**config.mk**
```make
export PLATFORM = sky130hd
export DESIGN_NAME = control_pipeline
export DESIGN_NICKNAME = d
export VERILOG_FILES = /design/src/rtl/control_pipeline.sv
export SDC_FILE = /design/constraint.sdc
export NUM_CORES = 1
export LEC_CHECK = 0
export CAP_MARGIN = 20
export CORE_MARGIN = 5
export CORE_UTILIZATION = 45
export CTS_BUF_LIST = sky130_fd_sc_hd__clkbuf_8 sky130_fd_sc_hd__clkbuf_16
export CTS_CLUSTER_DIAMETER = 60
export CTS_CLUSTER_SIZE = 28
export DETAILED_ROUTE_END_ITERATION = 8
export PLACE_DENSITY = 0.78
export SLEW_MARGIN = 20
export SYNTH_ARGS = -nofsm -noshare
export SYNTH_HDL_FRONTEND = slang
export SYNTH_SLANG_ARGS = --single-unit
```
**constraint.sdc**
```tcl
create_clock -name clk -period 3.45 [get_ports clk]
set_clock_uncertainty 0.1 [all_clocks]
set_input_delay 0.69 -clock clk [delete_from_list [all_inputs] [get_ports clk]]
set_output_delay 0.69 -clock clk [all_outputs]
set_load 0.1 [all_outputs]
```
**src/rtl/control_pipeline.sv**
```systemverilog
// Control-side pipeline: carries the decoded control bundle through E/M/W,
// resolves branches in E, detects load-use hazards and counts inserted bubbles.
module control_pipeline #(
    parameter int unsigned REG_ADDR_W = 5,
    parameter int unsigned ALUCTL_W   = 3,
    parameter int unsigned CNT_W      = 16
) (
    input  logic                  clk,
    input  logic                  rst,
    input  logic                  RegWriteD,
    input  logic                  ResultSrcD,
    input  logic                  MemWriteD,
    input  logic                  BranchD,
    input  logic                  ALUSrcD,
    input  logic [ALUCTL_W-1:0]   ALUControlD,
    input  logic [REG_ADDR_W-1:0] RdD,
    input  logic [REG_ADDR_W-1:0] Rs1D,
    input  logic [REG_ADDR_W-1:0] Rs2D,
    input  logic                  ZeroE,
    output logic                  ALUSrcE,
    output logic [ALUCTL_W-1:0]   ALUControlE,
    output logic                  PCSrcE,
    output logic                  StallD,
    output logic                  FlushD,
    output logic                  RegWriteM,
    output logic                  MemWriteM,
    output logic                  ResultSrcM,
    output logic [REG_ADDR_W-1:0] RdM,
    output logic                  RegWriteW,
    output logic                  ResultSrcW,
    output logic [REG_ADDR_W-1:0] RdW,
    output logic [CNT_W-1:0]      BubbleCnt
);

    // E stage
    logic                  validE_q,      validE_d;
    logic                  RegWriteE_q,   RegWriteE_d;
    logic                  ResultSrcE_q,  ResultSrcE_d;
    logic                  MemWriteE_q,   MemWriteE_d;
    logic                  BranchE_q,     BranchE_d;
    logic                  ALUSrcE_q,     ALUSrcE_d;
    logic [ALUCTL_W-1:0]   ALUControlE_q, ALUControlE_d;
    logic [REG_ADDR_W-1:0] RdE_q,         RdE_d;

    // M stage
    logic                  validM_q;
    logic                  RegWriteM_q;
    logic                  ResultSrcM_q;
    logic                  MemWriteM_q;
    logic [REG_ADDR_W-1:0] RdM_q;

    // W stage
    logic                  validW_q;
    logic                  RegWriteW_q;
    logic                  ResultSrcW_q;
    logic [REG_ADDR_W-1:0] RdW_q;

    logic [CNT_W-1:0]      cnt_q, cnt_d;

    logic pcsrc;
    logic load_stall;
    logic bubble;

    always_comb begin
        pcsrc      = validE_q & BranchE_q & ZeroE;
        // Rs2D compared unconditionally: a spurious stall costs one cycle, never correctness
        load_stall = validE_q & ResultSrcE_q & RegWriteE_q & (RdE_q != '0) &
                     ((RdE_q == Rs1D) | (RdE_q == Rs2D));
        bubble     = pcsrc | load_stall;
    end

    always_comb begin
        validE_d      = 1'b0;
        RegWriteE_d   = 1'b0;
        ResultSrcE_d  = 1'b0;
        MemWriteE_d   = 1'b0;
        BranchE_d     = 1'b0;
        ALUSrcE_d     = 1'b0;
        ALUControlE_d = '0;
        RdE_d         = '0;
        if (!bubble) begin
            validE_d      = 1'b1;
            RegWriteE_d   = RegWriteD;
            ResultSrcE_d  = ResultSrcD;
            MemWriteE_d   = MemWriteD;
            BranchE_d     = BranchD;
            ALUSrcE_d     = ALUSrcD;
            ALUControlE_d = ALUControlD;
            RdE_d         = RdD;
        end
    end

    always_comb begin
        cnt_d = cnt_q;
        if (bubble && (cnt_q != '1)) begin
            cnt_d = cnt_q + CNT_W'(1);
        end
    end

    always_ff @(posedge clk or posedge rst) begin
        if (rst) begin
            validE_q      <= 1'b0;
            RegWriteE_q   <= 1'b0;
            ResultSrcE_q  <= 1'b0;
            MemWriteE_q   <= 1'b0;
            BranchE_q     <= 1'b0;
            ALUSrcE_q     <= 1'b0;
            ALUControlE_q <= '0;
            RdE_q         <= '0;
            validM_q      <= 1'b0;
            RegWriteM_q   <= 1'b0;
            ResultSrcM_q  <= 1'b0;
            MemWriteM_q   <= 1'b0;
            RdM_q         <= '0;
            validW_q      <= 1'b0;
            RegWriteW_q   <= 1'b0;
            ResultSrcW_q  <= 1'b0;
            RdW_q         <= '0;
            cnt_q         <= '0;
        end else begin
            validE_q      <= validE_d;
            RegWriteE_q   <= RegWriteE_d;
            ResultSrcE_q  <= ResultSrcE_d;
            MemWriteE_q   <= MemWriteE_d;
            BranchE_q     <= BranchE_d;
            ALUSrcE_q     <= ALUSrcE_d;
            ALUControlE_q <= ALUControlE_d;
            RdE_q         <= RdE_d;
            validM_q      <= validE_q;
            RegWriteM_q   <= RegWriteE_q;
            ResultSrcM_q  <= ResultSrcE_q;
            MemWriteM_q   <= MemWriteE_q;
            RdM_q         <= RdE_q;
            validW_q      <= validM_q;
            RegWriteW_q   <= RegWriteM_q;
            ResultSrcW_q  <= ResultSrcM_q;
            RdW_q         <= RdM_q;
            cnt_q         <= cnt_d;
        end
    end

    // Everything leaving a stage is gated by its valid bit so bubbles drive zeros
    assign ALUSrcE     = validE_q & ALUSrcE_q;
    assign ALUControlE = validE_q ? ALUControlE_q : '0;
    assign PCSrcE      = pcsrc;
    assign FlushD      = pcsrc;
    assign StallD      = load_stall & ~pcsrc;
    assign RegWriteM   = validM_q & RegWriteM_q;
    assign MemWriteM   = validM_q & MemWriteM_q;
    assign ResultSrcM  = validM_q & ResultSrcM_q;
    assign RdM         = validM_q ? RdM_q : '0;
    assign RegWriteW   = validW_q & RegWriteW_q;
    assign ResultSrcW  = validW_q & ResultSrcW_q;
    assign RdW         = validW_q ? RdW_q : '0;
    assign BubbleCnt   = cnt_q;

endmodule

```
# Word-level counts from Yosys, hierarchy flattened
# Index checks and enable logic that the tools add are counted.
# op_classes
add_sub_neg,1
multipliers,0
n_div,0
n_lt_le_gt_ge,0
n_eq_ne,3
shifts,0
mux,11
bitwise,16
n_reduce_logical,2
# op_table
cell,n
$add A16 B1 Y16 const B,1
$ne A16 B16 Y1 const B,1
$mux W5,3
$and A1 B1 Y1,13
$eq A5 B5 Y1,2
$mux W1,6
$mux W3,2
$reduce_bool A5 Y1,1
$or A1 B1 Y1,2
$logic_and A1 B1 Y1,1
$not A1 Y1,1
# totals
regBits,47
latch_bits,0
mem_bits_rw,0
rom_bits,0
in_bits,26
out_inout_bits,38
elab_cells,51
n_memories,0

# Logic depth before layout (Yosys ltp)
# Gate-level depths: netlist of the first run.
# logic_depth
ltp_word,6
ltp_mapped,8
depth_no_buf,6

# Worst setup path before layout of the first run
# No wires, ideal clock.
# synth_path
kind,in2out
from,input port Rs1D[2]
to,output port StallD
arrival_ps,2913
t_required_ps,2660
path_slack_ps,-253
cell_stages,5
n_path_buf,0
path_cell_list,xor2_1 -> nor3_1 -> a22oi_1 -> or2_2 -> a21oi_1
# synth_via
elab_chain_cells,4
# synth_lines
element,line_no,text
start: declaration,17,"input logic [REG_ADDR_W-1:0] Rs1D,"
$eq A5 B5 Y1,68,((RdE_q == Rs1D) | (RdE_q == Rs2D));
$or A1 B1 Y1,68,
$and A1 B1 Y1,67,load_stall = validE_q & ResultSrcE_q & RegWriteE_q & (RdE_q != '0) &
$and A1 B1 Y1,147,assign StallD = load_stall & ~pcsrc;
end: declaration,23,"output logic StallD,"
# Every way passes these cells.

# Worst setup path in the final report of the first run
# layout_path
from,input port Rs1D[0]
to,output port StallD
# The elaborated chain is that of the path after synthesis.

==> results.md, run 1 <==
- CTS tree: done
- Worst reg2reg path startpoint: RdE_q[1]$_DFF_PP0_
- Final RePlAce weighted congestion: 0.757
- Initial Utilization: 0.461
- Final core utilization: 0.622
- CP Data Arrival Time: 2320 ps
- Main synth FF type: dfrtp_1
- Area contributors post-synth: dfrtp_1 59%, and2_1 10%, xor2_1 6.1%, nand3_1 2.5%, mux2_1 2.2%
- Number of I/O port buffers: 63
- CTS Hold Bufs: 0
- Vias: 1477
- Post-route ant nets: 0
- GRT Util Overall: 0.144
- CTS H-Tree Depth: 2
- DRT Wirelength: 4.09 mm
- CP endpoint kind: primary output
- Syn nets: 200
- TritonCTS Buffers: 5
- Root Buffer: clkbuf_8
- Comb power frac: 0.395
- Setup Fix Bufs, Post-CTS: 0
- Hold Crit Start: MemWriteE_q$_DFF_PP0_
- Kind of critical path: in -> out
- Crit path from: Rs1D[0]
- Fmax: 0.322 GHz
- Clock Latency Late Sink: ~290 ps
- Outcome: finished, final reports clean
- Library cells used by synthesis: 34
- Net switching power: 743 µW
- Initial antenna violation count: 0
- Largest net degree at the start of global routing: 48
- Die ar.: about 5900 µm²
- CTS max path bufs: 2
- Internal: roughly 900 µW
- Net Sw Frac: 0.448
- Least-Margin Pin Slew: 774 ps
- Post-CTS sizing: 0
- Sequential-to-total area share from yosys stat: 0.586
- Cells after Synth: roughly 170
- Vias/cell: 5.06
- Hold Fails Final Rpt: 0
- Placed insts: 284
- YS warnings: 0
- # DRC: 0
- Area delta synth->final: 35.0%
- Core Region: ~4400 µm²
- Final period util: 0.902
- Max Fanout on Critical Path: 4
- Power Density: 612 nW/µm²
- Number of fill cells: 371
- Type of the tightest min-delay check: reg -> reg
- Avg Cell Area, Syn: around 12 µm²
- Antenna Cells: 0
- Max VDD drop: ~0.43 mV
- Overall power: between 1500 and 2000 µW
- P_leak: 0.00123 µW
- Final cell count without fillers: between 200 and 300
- Slew margin rel.: 0.483
- Die Wd: approximately 77 µm
- Layout cells sized above 1: 0.221
- Post-synth top area share: 0.586
- Vias in the first global route: 1502
- Initial DRC Count: 79
- EDFF count, synth: 0
- TNS Setup: 0 ps
- Ports: 64
- Crit path time final: slightly above 3000 ps
- First-pass GRT wire length: about 7.1 mm
- Die height: 76.8 µm
- Wirelength per Cell: between 10 and 15 µm
- Flops & latches, synth: 47
- Final Max Tran Viols: 0
- Startpoint types: primary input
- Clk pwr share: 0.196
- Sequential power share: 0.409
- Max cap viols: 0
- Leading area contributor after synthesis: dfrtp_1
- Nets: around 270
- Synth cell count leaders: 47 x dfrtp_1, 32 x and2_1, 14 x xor2_1, 10 x nand3_1, 9 x nand2_1
- Worst EP required: roughly 2700 ps
- Post-DP HPWL: 3.14 mm
- Synth async-reset ratio: 1.00
- RSZ-0062 raised after global routing: false
- Gr ovfl total: 0
- Drt pass-1 iters: 4
- Count leader, synth: dfrtp_1
- Row count: 24
- Synthesized cell area: 2010 µm²
- Reg clk slew, reported paths: 80 ps
- Clock sinks: 47
- Final setup fails: 0
## per-layer routing
| layer | GRT usage | vias up | wire (µm) |
|---|---|---|---|
| li1 | - | 723 | - |
| met1 | 0.186 | 714 | 1770 |
| met2 | 0.231 | 38 | 2030 |
| met3 | 0.0468 | 2 | 261 |
| met4 | 0.0420 | 0 | 30 |
| met5 | 0 | - | 0 |
## cell type report
type                            instances  area (µm²)  share of cell area
Sequential cell                        47        1180               0.434
Multi-Input combinational cell        119         787               0.291
Timing Repair Buffer                   64         581               0.214
Clock buffer                            5        68.8              0.0254
Tap cell                               52        65.1              0.0240
Clock inverter                          3        22.5             0.00831
Inverter                                2        8.76             0.00323
## placed cells by master (no fill, tap or decap), types with 2 or more instances in the layout
cell | netlist | layout
and3_1 | 2 | 2
o31a_1 | 2 | 2
dfrtp_1 | 47 | 47
nand3_1 | 10 | 10
nand3b_1 | 2 | 2
clkbuf_8 | 0 | 5
nand2_1 | 9 | 9
nor3_1 | 5 | 5
a31oi_1 | 4 | 4
clkinv_2 | 0 | 2
and4_1 | 2 | 2
xor2_1 | 14 | 14
xnor2_1 | 2 | 2
buf_12 | 0 | 3
nor4_1 | 4 | 4
o22ai_1 | 2 | 2
buf_4 | 1 | 36
or2_1 | 2 | 2
mux2_1 | 4 | 4
nor2_1 | 7 | 7
and2_1 | 32 | 32
a21oi_1 | 4 | 3
clkdlybuf4s50_1 | 0 | 25
## logic make-up (layout without fill, tap and decap cells)
kind of cell               count (synthesis)  count (layout)  synth area share
xor gates and xnor gates                  16              16            0.0698
muxes                                      4               4            0.0224
DFF                                       47              47             0.586
and+or+nand+nor                           81              81             0.233
AOI/OAI and AO/OA                         17              17            0.0592
buffers and inverters                      7              74            0.0237
adders and majority gates                  1               1           0.00623
## critical path, stage by stage
cell             delay, ps
clkdlybuf4s50_1        430
xor2_1                 150
nor3_1                 180
a22oi_1                170
or2_2                  340
a21oi_2                160
buf_12                 200
## final timing paths
path / endpoint / slack, ps / cells after the start
min in group asynchronous: BubbleCnt[13]$_DFFE_PP0P_ / 740 / 2
worst max register to register: BubbleCnt[1]$_DFFE_PP0P_ / 1030 / 5
worst max-delay path: StallD / 340 / 7
worst min register to register: MemWriteM_q$_DFF_PP0_ / 260 / 0
worst min-delay path: MemWriteM_q$_DFF_PP0_ / 260 / 0
max in group asynchronous: BubbleCnt[10]$_DFFE_PP0P_ / 2050 / 2
## power groups by stage
stage,clock network (µW),logic [µW],registers (µW)
floorplan,0,297,888
global placement,0,652,686
detailed placement,0,658,688
CTS,339,659,678
global route,360,683,690
finish,325,654,678
## state kept, by name (all words and copies together) (netlist names)
| register | cells |
|---|---|
| RegWriteM_q | 1 |
| RegWriteW_q | 1 |
| ResultSrcM_q | 1 |
| ALUControlE_q | 3 |
| ResultSrcE_q | 1 |
| validE_q | 1 |
| RdW_q | 5 |
| ResultSrcW_q | 1 |
| ALUSrcE_q | 1 |
| BranchE_q | 1 |
| RdM_q | 5 |
| RdE_q | 5 |
| BubbleCnt | 16 |
| validW_q | 1 |
| MemWriteM_q | 1 |
| RegWriteE_q | 1 |
| MemWriteE_q | 1 |
| validM_q | 1 |
## metrics by stage
step	instance area [µm²]	worst slack, ps	hold slack [ps]
detailed placement	2620	312	247
finish	2710	340	260
global placement	2620	348	234
CTS	2710	311	267
global route	2710	192	266
floorplan	2010	376	231
(Power assumes the default switching activity.)
==> run 2, diff against run 1 <==
--- a/config.mk
+++ b/config.mk
@@ -12,7 +12,7 @@
 export CTS_CLUSTER_DIAMETER = 60
 export CTS_CLUSTER_SIZE = 28
 export DETAILED_ROUTE_END_ITERATION = 8
-export PLACE_DENSITY = 0.78
+export PLACE_DENSITY = 0.86
 export SLEW_MARGIN = 20
 export SYNTH_ARGS = -nofsm -noshare
 export SYNTH_HDL_FRONTEND = slang
==> run 2 against run 1 <==
Count of clock-buffer cells in the layout rose by 2. First-iteration DRC count down 13%. Combinational power about the same. Wire length increased by 6.2%. Cell count unchanged. Worst setup slack worse by 69 ps. Non-clock buffer count unchanged. Die area is the same. Cell area is 0.32% higher. Utilization is 0.20 points higher.
==> results.md, run 2 (synthesized netlist as in run 1, its figures left out) <==
- Power Density: 620 nW/µm²
- Die Wd: 76.8 µm
- Hold Path Depth: 0
- Ports: between 60 and 70
- Clock Latency Late Sink: roughly 300 ps
- Max Fanout on Critical Path: 4
- Initial DRC Count: 69
- Slew margin rel.: 0.464
- Post-DP HPWL: around 3.2 mm
- Largest net degree at the start of global routing: 48
- CTS Hold Bufs: 0
- Least-Margin Pin Slew: between 800 and 900 ps
- Startpoint types: primary input
- # DRC: 0
- TritonCTS Buffers: 5
- Drt pass-1 iters: 4
- Final setup fails: 0
- Row count: 24
- CP endpoint kind: primary output
- Worst reg2reg path startpoint: RdE_q[1]$_DFF_PP0_
- Setup Fix Bufs, Post-CTS: 0
- Post-CTS sizing: 0
- First-pass GRT wire length: between 7 and 8 mm
- Most common cell after layout, fill and taps aside: dfrtp_1
- Number of fill cells: roughly 350
- Pre-CTS setup slack: approximately 280 ps
- Kind of critical path: in -> out
- GRT Util Overall: 0.153
- Post-route ant nets: 0
- Commonest non-fill, non-tap cells in the layout: 47 x dfrtp_1, 36 x buf_4, 32 x and2_1
- Final period util: 0.921
- Antenna Cells: 0
- Reg-to-reg endpoint: BubbleCnt[1]$_DFFE_PP0P_
- Fmax: 0.315 GHz
- Initial antenna violation count: 0
- Initial Utilization: 0.461
- CP Data Arrival Time: 2390 ps
- Core Region: 4350 µm²
- CTS H-Tree Depth: 2
- TNS Setup: 0 ps
- Outcome: finished, final reports clean
- Multi-input gate area: between 700 and 800 µm²
- DRT Wirelength: roughly 4.3 mm
- Max cap viols: 0
- Layout cells sized above 1: 0.217
- Area delta synth->final: 35.4%
- Die height: about 77 µm
- Wirelength per Cell: between 10 and 15 µm
- Register area: 1180 µm²
- Number of I/O port buffers: 63
- RSZ-0062 raised after global routing: false
- Fin area: 2720 µm²
- Setup ws final: around 270 ps
- Area after DPL: 2620 µm²
- Crit path time final: 3180 ps
- Nets: about 270
- Max VDD drop: 0.388 mV
- Root Buffer: clkbuf_8
- Final RePlAce weighted congestion: 0.782
- Vias/cell: about 5.2
- Worst EP required: ~2700 ps
- Vias: approximately 1500
- CP endpoint: StallD
- Vias in the first global route: between 1500 and 2000
- Reg clk slew, reported paths: ~80 ps
- Hold Fails Final Rpt: 0
- Die ar.: ~5900 µm²
- Type of the tightest min-delay check: reg -> reg
- FF-to-FF path depth: 5
- Final Max Tran Viols: 0
- CTS tree: done
- P_leak: 0.00123 µW
- Clock sinks: 47
- CTS max path bufs: 2
- Gr ovfl total: 0
- Max reg flops: 16
- Crit path from: Rs1D[2]
- Reg-to-reg slack, setup: roughly 970 ps
[run 2: cell types whose count changed in the layout (fill, tap and decap cells not counted), sizes merged]
cell	delta
clkbuf	+2
clkinv	-2
[run 2: power breakdown]
| group | total [µW] | switching, µW | internal (µW) |
|---|---|---|---|
| sequential | 678 | 68.6 | 609 |
| combinational | 656 | 496 | 160 |
| clock | 353 | 173 | 180 |
| total | 1690 | 737 | 949 |
[run 2: worst min-delay path by stage]
stage | from | end
2_1_floorplan | MemWriteE_q$_DFF_PP0_ | MemWriteM_q$_DFF_PP0_
3_3_place_gp | MemWriteE_q$_DFF_PP0_ | MemWriteM_q$_DFF_PP0_
3_5_place_dp | RdM_q[3]$_DFF_PP0_ | RdW_q[3]$_DFF_PP0_
4_1_cts | RdM_q[3]$_DFF_PP0_ | RdW_q[3]$_DFF_PP0_
5_1_grt | ResultSrcM_q$_DFF_PP0_ | ResultSrcW_q$_DFF_PP0_
6_report | RdM_q[3]$_DFF_PP0_ | RdW_q[3]$_DFF_PP0_
[run 2: critical path, cell delays in order]
cell,delay (ps)
clkdlybuf4s50_1,420
xor2_1,150
nor3_1,210
a22oi_1,180
or2_2,350
a21oi_2,180
buf_12,200
[run 2: metrics by stage]
step / utilization / hold slack [ps] / cells / power [µW]
after floorplan: - / 231 / 173 / 1190
after global placement: 0.601 / 235 / 284 / 1330
after detailed placement: 0.601 / 254 / 284 / 1350
after CTS: 0.624 / 272 / 292 / 1700
after global routing: 0.624 / 285 / 292 / 1760
final: 0.624 / 272 / 292 / 1690
[run 2: cell type report]
| cell class | count | share of cell area |
|---|---|---|
| clock buffer | 7 | 0.0355 |
| clock inverter | 1 | 0.00138 |
| inverter | 2 | 0.00322 |
| multi-input combinational | 119 | 0.290 |
| sequential | 47 | 0.433 |
| tap | 52 | 0.0239 |
| timing repair buffer | 64 | 0.214 |
[run 2: per-layer routing]
layer	vias up	GRT usage	share of wire
met2	60	0.245	0.50
met3	9	0.0386	0.068
met5	-	0	0
li1	722	-	-
met4	0	0.0734	0.020
met1	730	0.191	0.41
